===== src/rtl/alu_seq_pkg.sv =====
// Shared types and constants for the sequential ALU core.
// Flag indices apply only when ALU_SEQ_FLAGS_EN is defined.
package alu_seq_pkg;

  typedef enum logic [2:0] {
    OpAdd = 3'b000,
    OpSub = 3'b001,
    OpMul = 3'b010,
    OpDiv = 3'b011,
    OpOr  = 3'b100,
    OpAnd = 3'b101,
    OpShl = 3'b110,
    OpShr = 3'b111
  } alu_op_e;

  typedef enum logic [0:0] {
    StIdle = 1'b0,
    StDiv  = 1'b1
  } alu_state_e;

  // Bit positions inside the {N, Z, C, V} flag vector.
  localparam int unsigned FlagV = 0;
  localparam int unsigned FlagC = 1;
  localparam int unsigned FlagZ = 2;
  localparam int unsigned FlagN = 3;

endpackage


===== src/rtl/alu_seq_if.sv =====
// Operand/result handshake bundle for alu_seq_core.
// The flags signal exists only when ALU_SEQ_FLAGS_EN is defined.
interface alu_seq_if #(
  parameter int unsigned WIDTH = 32
);
  logic             in_valid;
  logic             in_ready;
  logic [2:0]       op;
  logic [WIDTH-1:0] a;
  logic [WIDTH-1:0] b;
  logic             out_valid;
  logic             out_ready;
  logic [WIDTH-1:0] result;
  logic             zero;
  logic             div_by_zero;
`ifdef ALU_SEQ_FLAGS_EN
  logic [3:0]       flags;
`endif

  modport master (
    output in_valid, op, a, b, out_ready,
`ifdef ALU_SEQ_FLAGS_EN
    input  flags,
`endif
    input  in_ready, out_valid, result, zero, div_by_zero
  );

  modport slave (
    input  in_valid, op, a, b, out_ready,
`ifdef ALU_SEQ_FLAGS_EN
    output flags,
`endif
    output in_ready, out_valid, result, zero, div_by_zero
  );

endinterface


===== src/rtl/alu_div_iter.sv =====
// Restoring unsigned divider: one quotient bit per cycle, WIDTH cycles per division.
// stall freezes the last iteration until the consumer can take the quotient.
module alu_div_iter #(
  parameter int unsigned WIDTH = 32
) (
  input  logic             clk,
  input  logic             rst_n,
  input  logic             start,
  input  logic [WIDTH-1:0] dividend,
  input  logic [WIDTH-1:0] divisor,
  input  logic             stall,
  output logic             busy,
  output logic             done,
  output logic [WIDTH-1:0] quotient
);

  localparam int unsigned CntW = $clog2(WIDTH);

  logic [WIDTH-1:0] rem_q, quo_q, dvs_q;
  logic [CntW-1:0]  cnt_q;
  logic             busy_q;

  logic [WIDTH:0]   shifted, diff;
  logic [WIDTH-1:0] rem_nxt, quo_nxt;
  logic             fits, last;

  always_comb begin
    shifted = {rem_q, quo_q[WIDTH-1]};
    diff    = shifted - {1'b0, dvs_q};
    fits    = ~diff[WIDTH];
    rem_nxt = fits ? diff[WIDTH-1:0] : shifted[WIDTH-1:0];
    quo_nxt = {quo_q[WIDTH-2:0], fits};
    last    = (cnt_q == CntW'(WIDTH - 1));
  end

  assign busy     = busy_q;
  assign done     = busy_q & last & ~stall;
  // Final quotient is presented combinationally during the last iteration.
  assign quotient = quo_nxt;

  always_ff @(posedge clk or negedge rst_n) begin
    if (!rst_n) begin
      rem_q  <= '0;
      quo_q  <= '0;
      dvs_q  <= '0;
      cnt_q  <= '0;
      busy_q <= 1'b0;
    end else if (start) begin
      rem_q  <= '0;
      quo_q  <= dividend;
      dvs_q  <= divisor;
      cnt_q  <= '0;
      busy_q <= 1'b1;
    end else if (busy_q && !(last && stall)) begin
      rem_q <= rem_nxt;
      quo_q <= quo_nxt;
      cnt_q <= cnt_q + 1'b1;
      if (last) begin
        busy_q <= 1'b0;
      end
    end
  end

endmodule


===== src/rtl/alu_seq_core.sv =====
// Registered ALU with valid/ready ports; div is iterative, every other op is single-cycle.
// Define ALU_SEQ_FLAGS_EN to add the registered {N, Z, C, V} flags output.
module alu_seq_core
  import alu_seq_pkg::*;
#(
  parameter int unsigned WIDTH   = 32,
  parameter int unsigned SHAMT_W = $clog2(WIDTH)
) (
  input logic       clk,
  input logic       rst_n,
  alu_seq_if.slave  bus
);

  alu_state_e       state_q, state_d;
  alu_op_e          op;
  logic [WIDTH-1:0] a, b;

  logic [WIDTH-1:0] result_q, alu_res, div_quo;
  logic             out_valid_q, zero_q, dbz_q, dbz_res;
  logic             in_ready, accept, div_start, div_busy, div_done, div_stall;
  logic [WIDTH:0]   sum;
  logic [WIDTH-1:0] diff;

  assign op   = alu_op_e'(bus.op);
  assign a    = bus.a;
  assign b    = bus.b;
  assign sum  = {1'b0, a} + {1'b0, b};
  assign diff = a - b;

  assign accept    = bus.in_valid & in_ready;
  assign div_start = accept & (op == OpDiv) & (b != '0);
  assign div_stall = out_valid_q & ~bus.out_ready;

  always_comb begin
    alu_res = '0;
    dbz_res = 1'b0;
    unique case (op)
      OpAdd: alu_res = sum[WIDTH-1:0];
      OpSub: alu_res = diff;
      OpMul: alu_res = a * b;
      // Only reaches the output register when b == 0.
      OpDiv: begin
        alu_res = '1;
        dbz_res = 1'b1;
      end
      OpOr:  alu_res = a | b;
      OpAnd: alu_res = a & b;
      OpShl: alu_res = a << b[SHAMT_W-1:0];
      OpShr: alu_res = a >> b[SHAMT_W-1:0];
    endcase
  end

`ifdef ALU_SEQ_FLAGS_EN
  logic [3:0] flags_q, alu_flags, div_flags;

  always_comb begin
    alu_flags        = '0;
    alu_flags[FlagN] = alu_res[WIDTH-1];
    alu_flags[FlagZ] = (alu_res == '0);
    if (op == OpAdd) begin
      alu_flags[FlagC] = sum[WIDTH];
      alu_flags[FlagV] = (a[WIDTH-1] == b[WIDTH-1]) && (sum[WIDTH-1] != a[WIDTH-1]);
    end else if (op == OpSub) begin
      alu_flags[FlagC] = (a >= b);
      alu_flags[FlagV] = (a[WIDTH-1] != b[WIDTH-1]) && (diff[WIDTH-1] != a[WIDTH-1]);
    end
    div_flags        = '0;
    div_flags[FlagN] = div_quo[WIDTH-1];
    div_flags[FlagZ] = (div_quo == '0);
  end

  assign bus.flags = flags_q;
`endif

  alu_div_iter #(
    .WIDTH(WIDTH)
  ) u_div (
    .clk      (clk),
    .rst_n    (rst_n),
    .start    (div_start),
    .dividend (a),
    .divisor  (b),
    .stall    (div_stall),
    .busy     (div_busy),
    .done     (div_done),
    .quotient (div_quo)
  );

  // FSM: state register
  always_ff @(posedge clk or negedge rst_n) begin
    if (!rst_n) begin
      state_q <= StIdle;
    end else begin
      state_q <= state_d;
    end
  end

  // FSM: next state
  always_comb begin
    state_d = state_q;
    unique case (state_q)
      StIdle: if (div_start) state_d = StDiv;
      StDiv:  if (div_done)  state_d = StIdle;
    endcase
  end

  // FSM: outputs
  always_comb begin
    in_ready = (state_q == StIdle) && !div_busy && (!out_valid_q || bus.out_ready);
  end

  always_ff @(posedge clk or negedge rst_n) begin
    if (!rst_n) begin
      result_q    <= '0;
      zero_q      <= 1'b0;
      dbz_q       <= 1'b0;
      out_valid_q <= 1'b0;
`ifdef ALU_SEQ_FLAGS_EN
      flags_q     <= '0;
`endif
    end else if (accept && !div_start) begin
      result_q    <= alu_res;
      zero_q      <= (alu_res == '0);
      dbz_q       <= dbz_res;
      out_valid_q <= 1'b1;
`ifdef ALU_SEQ_FLAGS_EN
      flags_q     <= alu_flags;
`endif
    end else if (div_done) begin
      result_q    <= div_quo;
      zero_q      <= (div_quo == '0);
      dbz_q       <= 1'b0;
      out_valid_q <= 1'b1;
`ifdef ALU_SEQ_FLAGS_EN
      flags_q     <= div_flags;
`endif
    end else if (bus.out_ready) begin
      out_valid_q <= 1'b0;
    end
  end

  assign bus.in_ready    = in_ready;
  assign bus.out_valid   = out_valid_q;
  assign bus.result      = result_q;
  assign bus.zero        = zero_q;
  assign bus.div_by_zero = dbz_q;

endmodule


===== src/flat_wrapper.sv =====
// flat-port wrapper written by rule: the top's interface ports become plain ports
module alu_seq_core_flat import alu_seq_pkg::*;
#(
  parameter int unsigned WIDTH   = 32,
  parameter int unsigned SHAMT_W = $clog2(WIDTH)
)
  (clk, rst_n, bus_in_valid, bus_op, bus_a, bus_b, bus_out_ready, bus_in_ready, bus_out_valid, bus_result, bus_zero, bus_div_by_zero);
  alu_seq_if #(.WIDTH(WIDTH)) bus_i ();
  input logic clk;
  input logic rst_n;
  input wire logic [$bits(bus_i.in_valid)-1:0] bus_in_valid;
  input wire logic [$bits(bus_i.op)-1:0] bus_op;
  input wire logic [$bits(bus_i.a)-1:0] bus_a;
  input wire logic [$bits(bus_i.b)-1:0] bus_b;
  input wire logic [$bits(bus_i.out_ready)-1:0] bus_out_ready;
  output wire logic [$bits(bus_i.in_ready)-1:0] bus_in_ready;
  output wire logic [$bits(bus_i.out_valid)-1:0] bus_out_valid;
  output wire logic [$bits(bus_i.result)-1:0] bus_result;
  output wire logic [$bits(bus_i.zero)-1:0] bus_zero;
  output wire logic [$bits(bus_i.div_by_zero)-1:0] bus_div_by_zero;
  assign bus_i.in_valid = bus_in_valid;
  assign bus_i.op = bus_op;
  assign bus_i.a = bus_a;
  assign bus_i.b = bus_b;
  assign bus_i.out_ready = bus_out_ready;
  assign bus_in_ready = bus_i.in_ready;
  assign bus_out_valid = bus_i.out_valid;
  assign bus_result = bus_i.result;
  assign bus_zero = bus_i.zero;
  assign bus_div_by_zero = bus_i.div_by_zero;
  alu_seq_core #(.WIDTH(WIDTH), .SHAMT_W(SHAMT_W)) u_core (.clk(clk), .rst_n(rst_n), .bus(bus_i));
endmodule

===== config.mk =====
export PLATFORM = sky130hd
export DESIGN_NAME = alu_seq_core_flat
export DESIGN_NICKNAME = d
export VERILOG_FILES = /design/src/rtl/alu_seq_pkg.sv /design/src/rtl/alu_seq_if.sv /design/src/rtl/alu_div_iter.sv /design/src/rtl/alu_seq_core.sv /design/src/flat_wrapper.sv
export SDC_FILE = /design/constraint.sdc
export NUM_CORES = 2
export LEC_CHECK = 0
export ABC_CLOCK_PERIOD_IN_PS = 4300
export CORE_ASPECT_RATIO = 0.8
export CORE_UTILIZATION = 30
export DETAILED_ROUTE_END_ITERATION = 7
export SLEW_MARGIN = 20
export SYNTH_ARGS = -nofsm -noshare
export SYNTH_HDL_FRONTEND = slang
export SYNTH_SLANG_ARGS = --single-unit

===== constraint.sdc =====
create_clock -name clk -period 4.3 [get_ports clk]
set_input_delay 1.075 -clock clk [delete_from_list [all_inputs] [get_ports clk]]
set_output_delay 1.075 -clock clk [all_outputs]
set_load 0.02 [all_outputs]

# [Word level (Yosys, flattened, before mapping)]
# Index checks and enable logic that the tools add are counted.
[op_classes] n_addsub=4 mul=1 n_eq_ne=8 shift=2 mux=24 bitwise_logic=12 reduce_logical=19
[op_table] op="case mux 32 bit (8 select lines)" n=1
[op_table] op="2-to-1 mux 32 bit" n=7
[op_table] op="logical NOT 32 bit" n=2
[op_table] op="subtractor 33 x 32 -> 33 bit" n=1
[op_table] op="adder 32 bit" n=1
[op_table] op="bitwise AND 32 bit" n=1
[op_table] op="multiplier 32 x 32 -> 32 bit" n=1
[op_table] op="OR 32 bit" n=1
[op_table] op="nonzero test 32 bit" n=1
[op_table] op="left shift 32 x 5 -> 32 bit" n=1
[op_table] op=">> shifter 32 x 5 -> 32 bit" n=1
[op_table] op="subtractor 32 bit" n=1
[op_table] op="2-to-1 mux 1 bit" n=13
[op_table] op="equality test 3 bit, second input constant" n=4
[op_table] op="2-to-1 mux 5 bit" n=2
[op_table] op="bitwise AND 1 bit" n=6
[op_table] op="equality test 3 x 2 -> 1 bit, second input constant" n=2
[op_table] op="nonzero test 2 bit" n=3
[op_table] op="adder 5 x 1 -> 5 bit, second input constant" n=1
[op_table] op="equality test 5 bit, second input constant" n=1
[op_table] op="logical AND 1 bit" n=5
[op_table] op="logical NOT 1 bit" n=4
[op_table] op="inverter 1 bit" n=4
[op_table] op="equality test 3 x 1 -> 1 bit, second input constant" n=1
[op_table] op="5 further kinds" n=5
[totals] regBits=138 in_bits=71 word_cells=80

# [Logic depth before layout (Yosys ltp)]
[logic_depth] depth_word=9 ltp_mapped=33 mapped_depth_nobuf=27

# [By module]
# A second synthesis with hierarchy kept.
[unflattened] hier_cells=3666 hier_area_um2=30983.5
[modules_own_cells] module="alu_seq_core" instances=1 cells_per_inst=2932 area_per_inst_um2=24403.4
[modules_own_cells] module="alu_div_iter" instances=1 cells_per_inst=734 area_per_inst_um2=6580.1

# [Worst setup path after synthesis]
# OpenSTA, ideal clock, no wires.
[synth_path] path_type="input-to-reg" startpoint="input port bus_b[3]" endpoint="register u_core.zero_q, in the netlist u_core.bus.zero" setup_time_ns=0.096 arrival_time_ns=9.205 required_time_ns=4.204 setup_slack_ns=-5.001 stages=30 cell_sequence="clkbuf_1 clkbuf_1 clkbuf_1 buf_1 clkbuf_1 and2_1 fa_1 inv_1 fa_1 fa_1 fa_1 inv_1 fa_1 inv_1 fa_1 inv_1 fa_1 fa_1 ha_1 clkbuf_1 nand3_1 o211ai_1 a41oi_1 o31ai_1 a2111oi_0 o21bai_1 mux2i_1 or4_1 nand4bb_1 o32ai_2"
[synth_between] elab_chain_len=5 word_cells_on_any_way=15 cone_classes="add/sub: 2; mul: 1; shift: 2; mux: 2; bitwise: 3; reduce/logical: 5"
[synth_rtl] element="from (decl)" line_no="flat_wrapper.sv:14" text="input wire logic [$bits(bus_i.b)-1:0] bus_b;"
[synth_rtl] element="parallel branches: the longest is 5 deep, another holds multiplier 32 x 32 -> 32 bit"
[synth_rtl] element="to (signal assigned)" line_no="alu_seq_core.sv:123" text="zero_q <= (alu_res == '0);"
[synth_rtl] element="to (signal assigned)" line_no="alu_seq_core.sv:131" text="zero_q <= (div_quo == '0);"
[synth_rtl] element="to (decl)" line_no="alu_seq_core.sv:19" text="logic out_valid_q, zero_q, dbz_q, dbz_res;"
# Several ways; the timed one is not identified.
# A chain may end at the register's enable or synchronous reset.

# [Worst setup path in the final report]
[layout_path] startpoint="input port bus_b[2]" endpoint="register u_core.zero_q, in the netlist u_core.bus.zero"
# The elaborated chain is that of the path after synthesis.

==> results.md <==
* Final Hold Viols at 0
* RSZ-0062 raised after global routing: true
* Drt via density at roughly 5.5
* Status: finished with violations
* Final slew viol count at 0
* CTS tree: done
* Fmax at roughly 130 MHz
* Initial core utilization at a little under a third
* Clk_skew at around 21 ps
* CTS clk-pin slew, worst paths at around 70 ps
* Boundary pin count at about 110
* Initial antenna violation count at 7
* Failing checks: setup timing
* Minimum clock period at around 8000 ps
* Share of cells above drive strength 1 at slightly below 30%
* Final nets at 4998
* Flops & latches, synth at between 100 and 150
* Arrival time at the worst endpoint at roughly 8300 ps
* Total Wirelength at approximately 140 mm
* DR pass1 iterations at 6
* Global route total overflow at 0
* Worst Hold Class: reg2reg
* Initial DRC count at 3550
* Synth area leaders: fa_1 27%, dfrtp_1 11%, ha_1 7.8%
* Hold Slack at roughly 470 ps
* PortBufs at 106
* GRT Total Usage at 25.6%
* Mean Syn Cell Area at about 8.4 um2
* Synthesized area at a little over 30000 um2
* DP HPWL at approximately 110 mm
* Ys async rst share at between 90% and 100%
* WS Path Type: in2reg
* Largest net degree at the start of global routing at between 60 and 70
* CTS buffer count at 17
* Vias at slightly above 30k
* Worst setup SP type: input port
* Tcrit/Tclk final at 185%
* Htree depth at 4
* Row count at 104
* Max-slew headroom at a little over a quarter
* Gpl congestion at ~1.1
* WL/cell at 23.8 um
* Post-synth top area share at 26.5%
* Vias in the first global route at 31.0k
* Clock Latency Late Sink at 470 ps
* Cell taking the most area after synthesis: fa_1
* Drt drc at 0
* Register area share after synthesis at between 10% and 20%
* Fin cells at between 5k and 6k
* Endpoints failing setup at 29
* First-pass GRT wire length at about 200 mm
* Data required time of the worst path at between 4000 and 5000 ps
* Worst setup EP type: flip-flop
* CTS max path bufs at 2
* Chip Width at 361 um
* EDFF count, synth at 0
* Clk root buf: clkbuf_16
* Clock sinks at between 100 and 150
* # fillers at roughly 10k
* Inst Count DP at between 5k and 6k
* Main flop type after synthesis: dfrtp_1
* Synth Instances at about 3.7k
* Maximum fanout along the worst path at 11
* Final core occ at a little over two fifths
* Die Area at 104000 um2
* Mapped Nets at roughly 4.4k
* Routed Antenna Nets at 0
* Max-cap violations at 0
* Die Ht at 289 um
* Netlist cell types at slightly above 80
* Synth warn at 0
* Area Overhead vs Synth at 37.0%
* Core area at between 100000 and 150000 um2
* Total area of sequential cells at between 3000 and 4000 um2
* Multi-input gate area at between 20000 and 30000 um2
* Setup ws final at -3660 ps
* Worst slew pin tran at around 1100 ps
routing by layer:
| metal | global-route usage [%] | wire (um) |
|---|---|---|
| met5 | 1.07 | 174 |
| met4 | 6.04 | 3360 |
| met3 | 7.66 | 16500 |
| met2 | 36.2 | 54300 |
| met1 | 37.6 | 60700 |
flip-flops by register name (all words and copies together), names as in the netlist:
| register | flops |
|---|---|
| u_core.bus.div_by_zero | 1 |
| u_core.bus.out_valid | 1 |
| u_core.bus.result | 32 |
| u_core.bus.zero | 1 |
| u_core.state_q | 1 |
| u_core.u_div.busy | 1 |
| u_core.u_div.cnt_q | 5 |
| u_core.u_div.dvs_q | 32 |
| u_core.u_div.quo_q | 32 |
| u_core.u_div.rem_q | 32 |
logic make-up after synthesis:
family,after synthesis,synth area share (%)
buffers and inverters,699,8.64
XOR/XNOR,143,4.05
multiplexers,159,7.04
adder cells (fa/ha/maj),613,34.6
flip-flops,138,11.2
AO/OA/AOI/OAI,691,14.6
AND/OR/NAND/NOR,1239,19.8
synth_stat cells, types with 8 or more instances:
library cell / count
a211oi_1: 26
a21oi_1: 132
nand2_1: 485
o211ai_1: 18
nor3_1: 53
o221ai_1: 8
a22oi_1: 72
ha_1: 192
buf_2: 18
xor2_1: 52
o31ai_1: 21
a31oi_1: 25
o21a_1: 20
fa_1: 410
and3_1: 13
inv_1: 431
and2_1: 331
a221oi_1: 11
a21o_1: 35
nor4_1: 25
buf_1: 14
nor2_1: 135
nand4_1: 18
a221o_1: 9
maj3_1: 11
mux4_2: 39
a211o_1: 11
dfrtp_1: 138
clkbuf_1: 228
o21ai_0: 184
or2_2: 13
or3_1: 9
mux2i_1: 89
nor2b_1: 23
nand2b_1: 31
mux2_2: 27
xnor2_1: 91
o2111ai_1: 11
nand3_1: 66
o22ai_1: 18
metrics by stage:
| stage | cell area, um2 | setup TNS [ps] | setup slack [ps] |
|---|---|---|---|
| after floorplan | 31400 | -82320 | -4270 |
| after global placement | 38400 | -123530 | -4840 |
| after CTS | 41700 | -73270 | -3630 |
| after detailed placement | 38400 | -125830 | -4970 |
| after global routing | 42400 | -77530 | -3880 |
| final | 42400 | -73330 | -3660 |
worst paths after layout:
check                                        from                    end  slack (ps)  cells past startpoint
max reg2reg                u_core.u_div.rem_q[12]  u_core.u_div.rem_q[7]         490                     12
min in group asynchronous                   rst_n  u_core.u_div.cnt_q[3]         640                      1
min reg2reg                  u_core.bus.result[1]   u_core.bus.result[1]         470                      2
max in group asynchronous                   rst_n   u_core.bus.result[2]        2870                      2
min                          u_core.bus.result[1]   u_core.bus.result[1]         470                      2
max                                      bus_b[2]        u_core.bus.zero       -3660                     25
cell usage in the layout (no fill, tap or decap), types with 19 or more instances in the layout:
cell type | synthesis | layout
fa_2 | 0 | 40
dfrtp_1 | 138 | 138
buf_4 | 3 | 609
nand3_1 | 66 | 59
mux2_2 | 27 | 27
ha_1 | 192 | 137
o21ai_0 | 184 | 160
nand2_1 | 485 | 463
a211oi_1 | 26 | 23
a21oi_1 | 132 | 110
mux2i_1 | 89 | 84
clkbuf_16 | 0 | 21
fa_1 | 410 | 370
nor3_1 | 53 | 43
buf_8 | 0 | 24
a21o_1 | 35 | 35
nand2_2 | 0 | 19
buf_12 | 0 | 50
o21a_1 | 20 | 20
and2_4 | 1 | 56
nand2b_1 | 31 | 31
a22oi_1 | 72 | 68
nor4_1 | 25 | 20
a31oi_1 | 25 | 22
ha_4 | 0 | 52
nor2b_1 | 23 | 23
inv_1 | 431 | 389
buf_6 | 2 | 105
mux4_2 | 39 | 39
nor2_1 | 135 | 125
clkdlybuf4s50_1 | 0 | 60
inv_2 | 2 | 44
and2_1 | 331 | 276
xor2_1 | 52 | 48
xnor2_1 | 91 | 91
area by class of cell:
cell class                 instances  area share [%]
timing repair buffer             889            19.4
inverter                         434            3.84
clock buffer                      17            1.00
clock inverter                    15           0.416
antenna                            4          0.0236
multi-input combinational       2845            63.3
tap                             1325            3.91
sequential                       138            8.15
critical path, cell delays in order:
cell and delay [ps]:
buf_8 130, buf_6 140, and2_4 140, fa_1 520, fa_1 450, fa_1 570, inv_2 40, fa_1 520
inv_1 50, fa_1 530, fa_1 450, fa_1 520, fa_1 450, ha_1 310, a21o_1 180, a21o_1 180
nand3_1 80, a32o_2 190, o31ai_4 100, a2111oi_4 330, o21bai_1 130, mux2i_1 170, or4_4 550, nand4bb_1 220
o32ai_2 260
repair_timing:
item | 4_1_cts | 5_1_grt
resized for setup | 566 | 136
setup buffers | 87 | 23
pin swaps | 269 | 125
cloned | 8 | 4
hold buffers | 0 | 0
setup endpoints to repair | 34 | 65
Power is not shown: default switching activity piles up to over one toggle a cycle in this logic, so the estimate is an artifact.
